===== config.mk =====
export PLATFORM = sky130hd
export DESIGN_NAME = d_kes_pe_sequencer
export DESIGN_NICKNAME = d
export VERILOG_FILES = /design/src/rtl/d_kes_pe_sequencer.sv
export SDC_FILE = /design/constraint.sdc
export NUM_CORES = 1
export LEC_CHECK = 0
export ABC_AREA = 1
export BUFFER_PORTS_ARGS = -buffer_cell sky130_fd_sc_hd__buf_2
export CAP_MARGIN = 20
export CORE_MARGIN = 2
export CORE_UTILIZATION = 50
export DETAILED_ROUTE_END_ITERATION = 12
export GPL_TIMING_DRIVEN = 0
export PLACE_DENSITY = 0.77
export SETUP_SLACK_MARGIN = 0.05
export SLEW_MARGIN = 10
export SYNTH_ARGS = -nofsm -noshare
export SYNTH_HDL_FRONTEND = slang
export SYNTH_SLANG_ARGS = --single-unit

===== constraint.sdc =====
create_clock -name i_clk -period 1.41 [get_ports i_clk]
set_clock_uncertainty 0.1 [all_clocks]
set_input_delay 0.282 -clock i_clk [delete_from_list [all_inputs] [get_ports i_clk]]
set_output_delay 0.282 -clock i_clk [all_outputs]
set_load 0.01 [all_outputs]

===== src/rtl/d_kes_pe_sequencer.sv =====
// KES PE-array sequencer: one-hot FSM issuing RESET/DC/ELU strobes for T iterations, then done/ack.
// Optional `D_KES_SEQ_ERR_CNT_EN adds o_error_count (index of highest set degree-check bit).
module d_kes_pe_sequencer #(
   parameter int unsigned T      = 14,
   parameter int unsigned DC_LAT = 2
) (
   input  logic         i_clk,
   input  logic         i_RESET_n,
   input  logic         i_stop_dec,
   input  logic         i_execute_KES,
   output logic         o_KES_available,
   output logic         o_RESET_KES,
   output logic         o_EXECUTE_PE_DC,
   output logic         o_EXECUTE_PE_ELU,
   output logic [4:0]   o_iter_cnt,
   input  logic [T:0]   i_v_deg_chk_bits,
   output logic         o_KES_done,
   input  logic         i_KES_done_ack
`ifdef D_KES_SEQ_ERR_CNT_EN
   ,
   output logic [4:0]   o_error_count
`endif
);

   localparam logic [4:0] ITER_LAST = 5'(T - 1);
   localparam logic [3:0] WAIT_LOAD = 4'(DC_LAT - 1);

   typedef enum logic [6:0] {
      S_IDLE     = 7'b0000001,
      S_INIT     = 7'b0000010,
      S_DC_EXEC  = 7'b0000100,
      S_DC_WAIT  = 7'b0001000,
      S_ELU_EXEC = 7'b0010000,
      S_ELU_WAIT = 7'b0100000,
      S_DONE     = 7'b1000000
   } state_t;

   state_t      state_q, state_d;
   logic [3:0]  wait_q, wait_d;
   logic [4:0]  iter_q, iter_d;
   logic        last_iter_s;
   logic        avail_q, avail_d;
   logic        rst_kes_q, rst_kes_d;
   logic        dc_q, dc_d;
   logic        elu_q, elu_d;
   logic        done_q, done_d;

   assign last_iter_s = (iter_q == ITER_LAST);

   // State register
   always_ff @(posedge i_clk) begin
      if (!i_RESET_n) begin
         state_q <= S_IDLE;
      end else begin
         state_q <= state_d;
      end
   end

   // Next-state logic; abort overrides every transition
   always_comb begin
      state_d = state_q;
      if (i_stop_dec) begin
         state_d = S_IDLE;
      end else begin
         case (state_q)
            S_IDLE: begin
               if (i_execute_KES) state_d = S_INIT;
               else               state_d = S_IDLE;
            end
            S_INIT:     state_d = S_DC_EXEC;
            S_DC_EXEC:  state_d = S_DC_WAIT;
            S_DC_WAIT: begin
               if (wait_q == 4'd0) state_d = S_ELU_EXEC;
               else                state_d = S_DC_WAIT;
            end
            S_ELU_EXEC: state_d = S_ELU_WAIT;
            S_ELU_WAIT: begin
               if (last_iter_s) state_d = S_DONE;
               else             state_d = S_DC_EXEC;
            end
            S_DONE: begin
               if (i_KES_done_ack) state_d = S_IDLE;
               else                state_d = S_DONE;
            end
            default:    state_d = S_IDLE;
         endcase
      end
   end

   // Output decode of the next state so each registered strobe lines up with its state
   always_comb begin
      avail_d   = 1'b0;
      rst_kes_d = 1'b0;
      dc_d      = 1'b0;
      elu_d     = 1'b0;
      done_d    = 1'b0;
      case (state_d)
         S_IDLE:     avail_d   = 1'b1;
         S_INIT:     rst_kes_d = 1'b1;
         S_DC_EXEC:  dc_d      = 1'b1;
         S_ELU_EXEC: elu_d     = 1'b1;
         S_DONE:     done_d    = 1'b1;
         default:    avail_d   = 1'b0;
      endcase
   end

   // Iteration and DC-latency counters
   always_comb begin
      if (i_stop_dec) begin
         iter_d = 5'd0;
      end else if ((state_q == S_IDLE) && i_execute_KES) begin
         iter_d = 5'd0;
      end else if ((state_q == S_ELU_WAIT) && !last_iter_s) begin
         iter_d = iter_q + 5'd1;
      end else begin
         iter_d = iter_q;
      end

      if (state_q == S_DC_EXEC) begin
         wait_d = WAIT_LOAD;
      end else if ((state_q == S_DC_WAIT) && (wait_q != 4'd0)) begin
         wait_d = wait_q - 4'd1;
      end else begin
         wait_d = wait_q;
      end
   end

   // Counter and output registers
   always_ff @(posedge i_clk) begin
      if (!i_RESET_n) begin
         wait_q    <= 4'd0;
         iter_q    <= 5'd0;
         avail_q   <= 1'b1;
         rst_kes_q <= 1'b0;
         dc_q      <= 1'b0;
         elu_q     <= 1'b0;
         done_q    <= 1'b0;
      end else begin
         wait_q    <= wait_d;
         iter_q    <= iter_d;
         avail_q   <= avail_d;
         rst_kes_q <= rst_kes_d;
         dc_q      <= dc_d;
         elu_q     <= elu_d;
         done_q    <= done_d;
      end
   end

   assign o_KES_available  = avail_q;
   assign o_RESET_KES      = rst_kes_q;
   assign o_EXECUTE_PE_DC  = dc_q;
   assign o_EXECUTE_PE_ELU = elu_q;
   assign o_KES_done       = done_q;
   assign o_iter_cnt       = iter_q;

`ifdef D_KES_SEQ_ERR_CNT_EN
   logic [4:0] err_q, err_d;

   function automatic logic [4:0] msb_index(input logic [T:0] bits);
      logic [4:0] idx;
      idx = 5'd0;
      for (int k = 0; k <= int'(T); k++) begin
         if (bits[k]) idx = 5'(k);
         else         idx = idx;
      end
      return idx;
   endfunction

   // Capture in the final ELU_WAIT, hold through DONE, clear whenever heading to IDLE
   always_comb begin
      if (state_d == S_IDLE) begin
         err_d = 5'd0;
      end else if ((state_q == S_ELU_WAIT) && last_iter_s) begin
         err_d = msb_index(i_v_deg_chk_bits);
      end else begin
         err_d = err_q;
      end
   end

   // Error-count register
   always_ff @(posedge i_clk) begin
      if (!i_RESET_n) begin
         err_q <= 5'd0;
      end else begin
         err_q <= err_d;
      end
   end

   assign o_error_count = err_q;
`else
   logic unused_deg_chk_s;
   assign unused_deg_chk_s = ^i_v_deg_chk_bits;
`endif

endmodule


==> metrics.yaml, run 1 <==
logic_synthesis:
  synth_top_area_share_pct: 40.7
  ys_seq_area_share_pct: 40.7
  synth-seq-cells: 21
  synth_area_sq_mm: 0.00103
  synth_cell_type_count: 25
  avgSynthCellArea_sq_um: 7.27
  syn_inst: 142
  synth_top_area_cell: "dfxtp_1"
  synthesis.nets: 165
  yosysWarningCount: 0
  synth.area.top_cells: "dfxtp_1 (41%), nand2_1 (13%), inv_1 (5.5%)"
grt:
  grt_max_degree: 12
  grt_antenna_before_repair: 0
  grt_use_total_pct: 18.8
  grt_pass1_vias: 861
  overflow: 0
  grt_first_pass_wirelength_um: 3620
layout:
  finalNetCount: 190
  area_growth_pct: 29.6
  drive_gt1_share_pct: 35.5
  final_util_pct: 68.2
  antenna_cells: 0
  final_cell_area_sq_mm: 0.00134
  nFillCells: 185
  final-seq-area_sq_um: 439
  multi_input_area_sq_um: 651
worst_setup_path:
  reg2reg_slack_ns: 0.09
  crit_path_cell_trace: "inv_2 -> nand2_2 -> nor2_4 -> nand2_2 -> buf_4 -> a211oi_1"
  endpoint_kind: "flip-flop"
  path_common_cell: "nand2_2"
  slowest_stage: "dfxtp_2"
  arrival_ns: 1.44
  critPathRequiredTime_ns: 1.53
  crit_type: "flip-flop to flip-flop"
  slowest_delay_ns: 0.35
  critPathLaunchType: "flip-flop"
  path_max_fanout: 4
run:
  drv_cap: 0
routing:
  vias: 973
  drtIter0Drc: 17
  dr.pass1.iters: 4
  drc_errors: 0
  route.antenna.remaining_nets: 0
  avgViaCountPerCell: 5.04
  wl_per_cell_um: 11.6
  totalWireLength_um: 2230
timing:
  holdWs_ns: 0.138
  period_share_pct: 93.6
  min_period_ns: 1.32
  max_slew_margin_pct: 72.1
  fin_ws_ns: 0.0902
  max_clock_freq_mhz: 758
  worstMarginPinSlew_ns: 0.418
  rsz0062_at_grt: "yes"
  setup_viol: 0
  maxSlewViolCount: 0
  hold_violations: 0
floorplan:
  coreArea_sq_mm: 0.00196
  die_w_um: 49.4
  die_area_sq_mm: 0.00244
  ios: 30
  initial_utilization_pct: 52.6
  std_cell_rows: 16
  die_y_um: 49.4
place:
  dp_hpwl_um: 1580
  port_buffers: 13
  routabilityCongestion: 0.766
  pre_cts_ws_ns: -0.0450
  placed_area_sq_mm: 0.00113
cts:
  worstSkewPairLatency_ns: 0.30
  cts_root_buf: "clkbuf_4"
  htreeDepth: 1
  cts_tree: "done"
  cts.sinks: 21
  cts_buffers: 3
  clockBufferDepth: 2
  path_clk_slew_ns: 0.11
run_status:
  status: "completed"
min_path:
  holdCritPathClass: "primary input to flip-flop"
power:
  p_per_area_mw_per_mm2: 707
  ir_drop_uv: 619
  power_uw: 946
  p_leak_uw: 0.000580
## layout make-up
| type | instances | share of cell area, % |
|---|---|---|
| Multi-Input combinational cell | 103 | 48.6 |
| Timing Repair Buffer | 20 | 8.79 |
| Tap cell | 27 | 2.53 |
| Inverter | 16 | 4.68 |
| Clock buffer | 4 | 1.96 |
| Buffer | 2 | 0.561 |
| Sequential cell | 21 | 32.8 |
## per-layer routing
layer | up-vias | global-route usage [%] | routed length (um)
met4 | 0 | 8.33 | 30
met5 | - | 0 | 0
met1 | 443 | 23.7 | 960
met2 | 19 | 32.2 | 1180
met3 | 4 | 1.84 | 61
li1 | 507 | - | -
## placed cells by master (no fill, tap or decap), types with 5 or more instances in the layout
master and count:
buf_4 7, buf_2 13, nor3_1 5, dfxtp_2 6
nand2_1 28, nand3_1 7, dfxtp_1 12, nor2_4 6
a21oi_1 8, nand2_2 8, inv_1 13, nor2_1 13
## power breakdown
group          leakage [uW]  internal [uW]  switching [uW]
clock             0.0000150            110             170
combinational      0.000390           23.1            45.2
sequential         0.000175            593            4.27
## final timing paths
kind	end	cells after the start	start
max	state_q[2]	6	state_q[6]
min	state_q[0]	2	i_RESET_n
max reg2reg	state_q[2]	6	state_q[6]
min reg2reg	wait_q[1]	2	wait_q[1]
## cell families (layout without fill, tap and decap cells)
logic type / Yosys count / in the layout / synth area share [%]
buffers and inverters: 18 / 42 / 6.54
adders and majority gates: 3 / 3 / 3.64
and+or+nand+nor: 82 / 82 / 37.3
AOI/OAI and AO/OA: 12 / 12 / 6.67
DFF: 21 / 21 / 40.7
xor gates and xnor gates: 6 / 6 / 5.09
## critical path: cells and delay by family, from the launching register on
family / cells / cell delay, ns
DFF: 1 / 0.35
and+or+nand+nor: 3 / 0.32
buffers and inverters: 2 / 0.24
AOI/OAI and AO/OA: 1 / 0.23
## repair_timing
item,in CTS,in global routing
setup buffers,3,4
resized for setup,6,35
hold buffers,0,0
setup endpoints to repair,9,15
pin swaps,5,12
## flip-flops by register name, indices dropped and copies added (netlist names)
name              cells
o_EXECUTE_PE_ELU      1
state_q               7
o_KES_available       1
o_iter_cnt            5
o_RESET_KES           1
o_KES_done            1
wait_q                4
o_EXECUTE_PE_DC       1
## synthesized netlist by cell type
cell type	n
a211oi_1	2
a21oi_1	8
a21oi_2	1
buf_1	1
clkbuf_1	1
dfxtp_1	21
ha_1	3
inv_1	15
inv_2	1
nand2_1	36
nand2_2	2
nand2_4	1
nand3_1	9
nand3_2	2
nand3b_1	1
nand4_1	2
nor2_1	15
nor2_2	3
nor2_4	1
nor3_1	6
nor4_1	2
o21ai_1	1
or2_0	2
xnor2_1	2
xor2_1	4
## through the flow
step | TNS [ns] | std cells
after floorplan | 0 | 142
after global placement | 0 | 182
after detailed placement | -0.148 | 182
after CTS | 0 | 189
after global routing | 0 | 193
final | 0 | 193
(Power assumes the default switching activity.)
==> inputs of run 2 (changes only) <==
- CELL_PAD_IN_SITES_DETAIL_PLACEMENT: not set -> 1
- CELL_PAD_IN_SITES_GLOBAL_PLACEMENT: not set -> 1
- CORE_UTILIZATION: 50 -> 35
- PLACE_DENSITY: 0.77 -> not set
- PLACE_DENSITY_LB_ADDON: not set -> 0.1
==> metrics.yaml, run 2 (same netlist as run 1, synthesis figures left out) <==
run_status:
  status: "completed"
routing:
  route.antenna.remaining_nets: 0
  avgViaCountPerCell: 4.99
  drc_errors: 0
  dr.pass1.iters: 4
  totalWireLength_um: 2490
  vias: 978
  wl_per_cell_um: 12.7
  drtIter0Drc: 17
cts:
  cts_tree: "done"
  clockBufferDepth: 2
  htreeDepth: 1
  cts_buffers: 3
  cts_root_buf: "clkbuf_4"
  cts.sinks: 21
  path_clk_slew_ns: 0.12
  worstSkewPairLatency_ns: 0.31
floorplan:
  coreArea_sq_mm: 0.00278
  ios: 30
  die_w_um: 58.3
  die_area_sq_mm: 0.00340
  initial_utilization_pct: 37.1
  die_y_um: 58.3
  std_cell_rows: 19
power:
  p_per_area_mw_per_mm2: 747
  ir_drop_uv: 540
  power_uw: 973
  p_leak_uw: 0.000560
layout:
  multi_input_area_sq_um: 628
  regMostFlops: "state_q"
  final_cell_area_sq_mm: 0.00130
  nFillCells: 361
  final-seq-area_sq_um: 432
  final_common_cell: "nand2_1"
  drive_gt1_share_pct: 35.8
  area_growth_pct: 26.2
  layout_common_cells: "nand2_1 (28), inv_1 (14), buf_2 (13), nor2_1 (12), dfxtp_1 (12)"
  antenna_cells: 0
  largest_register_ffs: 7
  finalNetCount: 189
timing:
  min_period_ns: 1.32
  maxSlewViolCount: 0
  max_clock_freq_mhz: 756
  max_slew_margin_pct: 69.4
  hold_violations: 0
  worstMarginPinSlew_ns: 0.459
  setup_viol: 0
  rsz0062_at_grt: "yes"
  timing.setup.tns_ns: 0
  period_share_pct: 93.8
worst_setup_path:
  critPathLaunchType: "flip-flop"
  startpoint: "wait_q[0]"
  critPathRequiredTime_ns: 1.52
  endpoint: "o_EXECUTE_PE_ELU"
  slowest_stage: "dfxtp_2"
  reg2reg_depth: 5
  path_max_fanout: 4
  arrival_ns: 1.43
  regToRegStartpoint: "wait_q[0]"
  regToRegEndpoint: "o_EXECUTE_PE_ELU"
  slowest_delay_ns: 0.35
  reg2reg_slack_ns: 0.09
  endpoint_kind: "flip-flop"
  crit_type: "flip-flop to flip-flop"
  crit_path_cell_trace: "inv_1 -> ha_2 -> nand2_2 -> buf_4 -> nor4_1"
place:
  port_buffers: 13
  dp_hpwl_um: 1930
  placed_area_sq_mm: 0.00114
  routabilityCongestion: 0.777
grt:
  grt_pass1_vias: 988
  grt_max_degree: 12
  grt_use_total_pct: 16.7
  grt_antenna_before_repair: 0
  grt_first_pass_wirelength_um: 4330
  overflow: 0
run:
  drv_cap: 0
min_path:
  holdCritPathClass: "primary input to flip-flop"
## run 2: changes by cell type in the layout (fill, tap and decap cells not counted), sizes merged
cell  before  now
buf       21   20
## run 2: timing repair
| action | in CTS | in global routing |
|---|---|---|
| gates resized for setup | 8 | 24 |
| hold buffers | 0 | 0 |
| pin swaps | 2 | 12 |
| setup buffers | 2 | 4 |
| endpoints found under the setup margin | 10 | 18 |
## run 2: layout make-up
cell class	count	share of cell area, %
well taps	31	2.98
clock buffers	4	2.02
flip-flops and latches	21	33.1
repair buffers	19	8.45
multi-input cells	103	48.2
inverters	16	4.61
plain buffers	2	0.576
## run 2: metrics by stage
stage | std cells | hold slack [ns] | setup WS, ns | util [%]
global route | 196 | 0.133 | -0.0196 | 46.8
detailed placement | 186 | 0.385 | -0.0311 | 40.8
finish | 196 | 0.135 | 0.0879 | 46.8
CTS | 192 | 0.118 | 0.0124 | 43.2
floorplan | 142 | 0.276 | 0.0829 | -
global placement | 186 | 0.369 | 0.000309 | 40.8
## run 2: worst min path at each step
stage	from	endpoint	slack (ns)	cells past startpoint
CTS	i_RESET_n	state_q[0]	0.12	2
detailed placement	o_iter_cnt[4]	o_iter_cnt[4]	0.38	2
global route	i_RESET_n	state_q[0]	0.13	2
floorplan	i_RESET_n	o_KES_available	0.28	1
finish	i_RESET_n	state_q[0]	0.14	2
global placement	o_iter_cnt[4]	o_iter_cnt[4]	0.37	2
## run 2: power by group
| part | switching, uW | internal (uW) | leakage, uW |
|---|---|---|---|
| Clock | 194 | 110 | 0.0000150 |
| Sequential | 4.10 | 599 | 0.000173 |
| Combinational | 44.1 | 21.0 | 0.000371 |
## run 2: per-layer routing
metal / wire (um) / vias up / share of wire (%) / GRT usage, %
met1: 1150 / 462 / 46 / 21.1
met2: 1250 / 11 / 50 / 28.1
met3: 44 / 4 / 1.8 / 1.98
met4: 39 / 0 / 1.6 / 7.97
li1: - / 501 / - / -
met5: 0 / - / 0 / 0
## run 2: critical path, delay by kind of cell, from the launching register on
kind	cells	cell delay, ns
flip-flops	1	0.35
buffers and inverters	2	0.22
adder cells (fa/ha/maj)	1	0.20
AND/OR/NAND/NOR	2	0.35
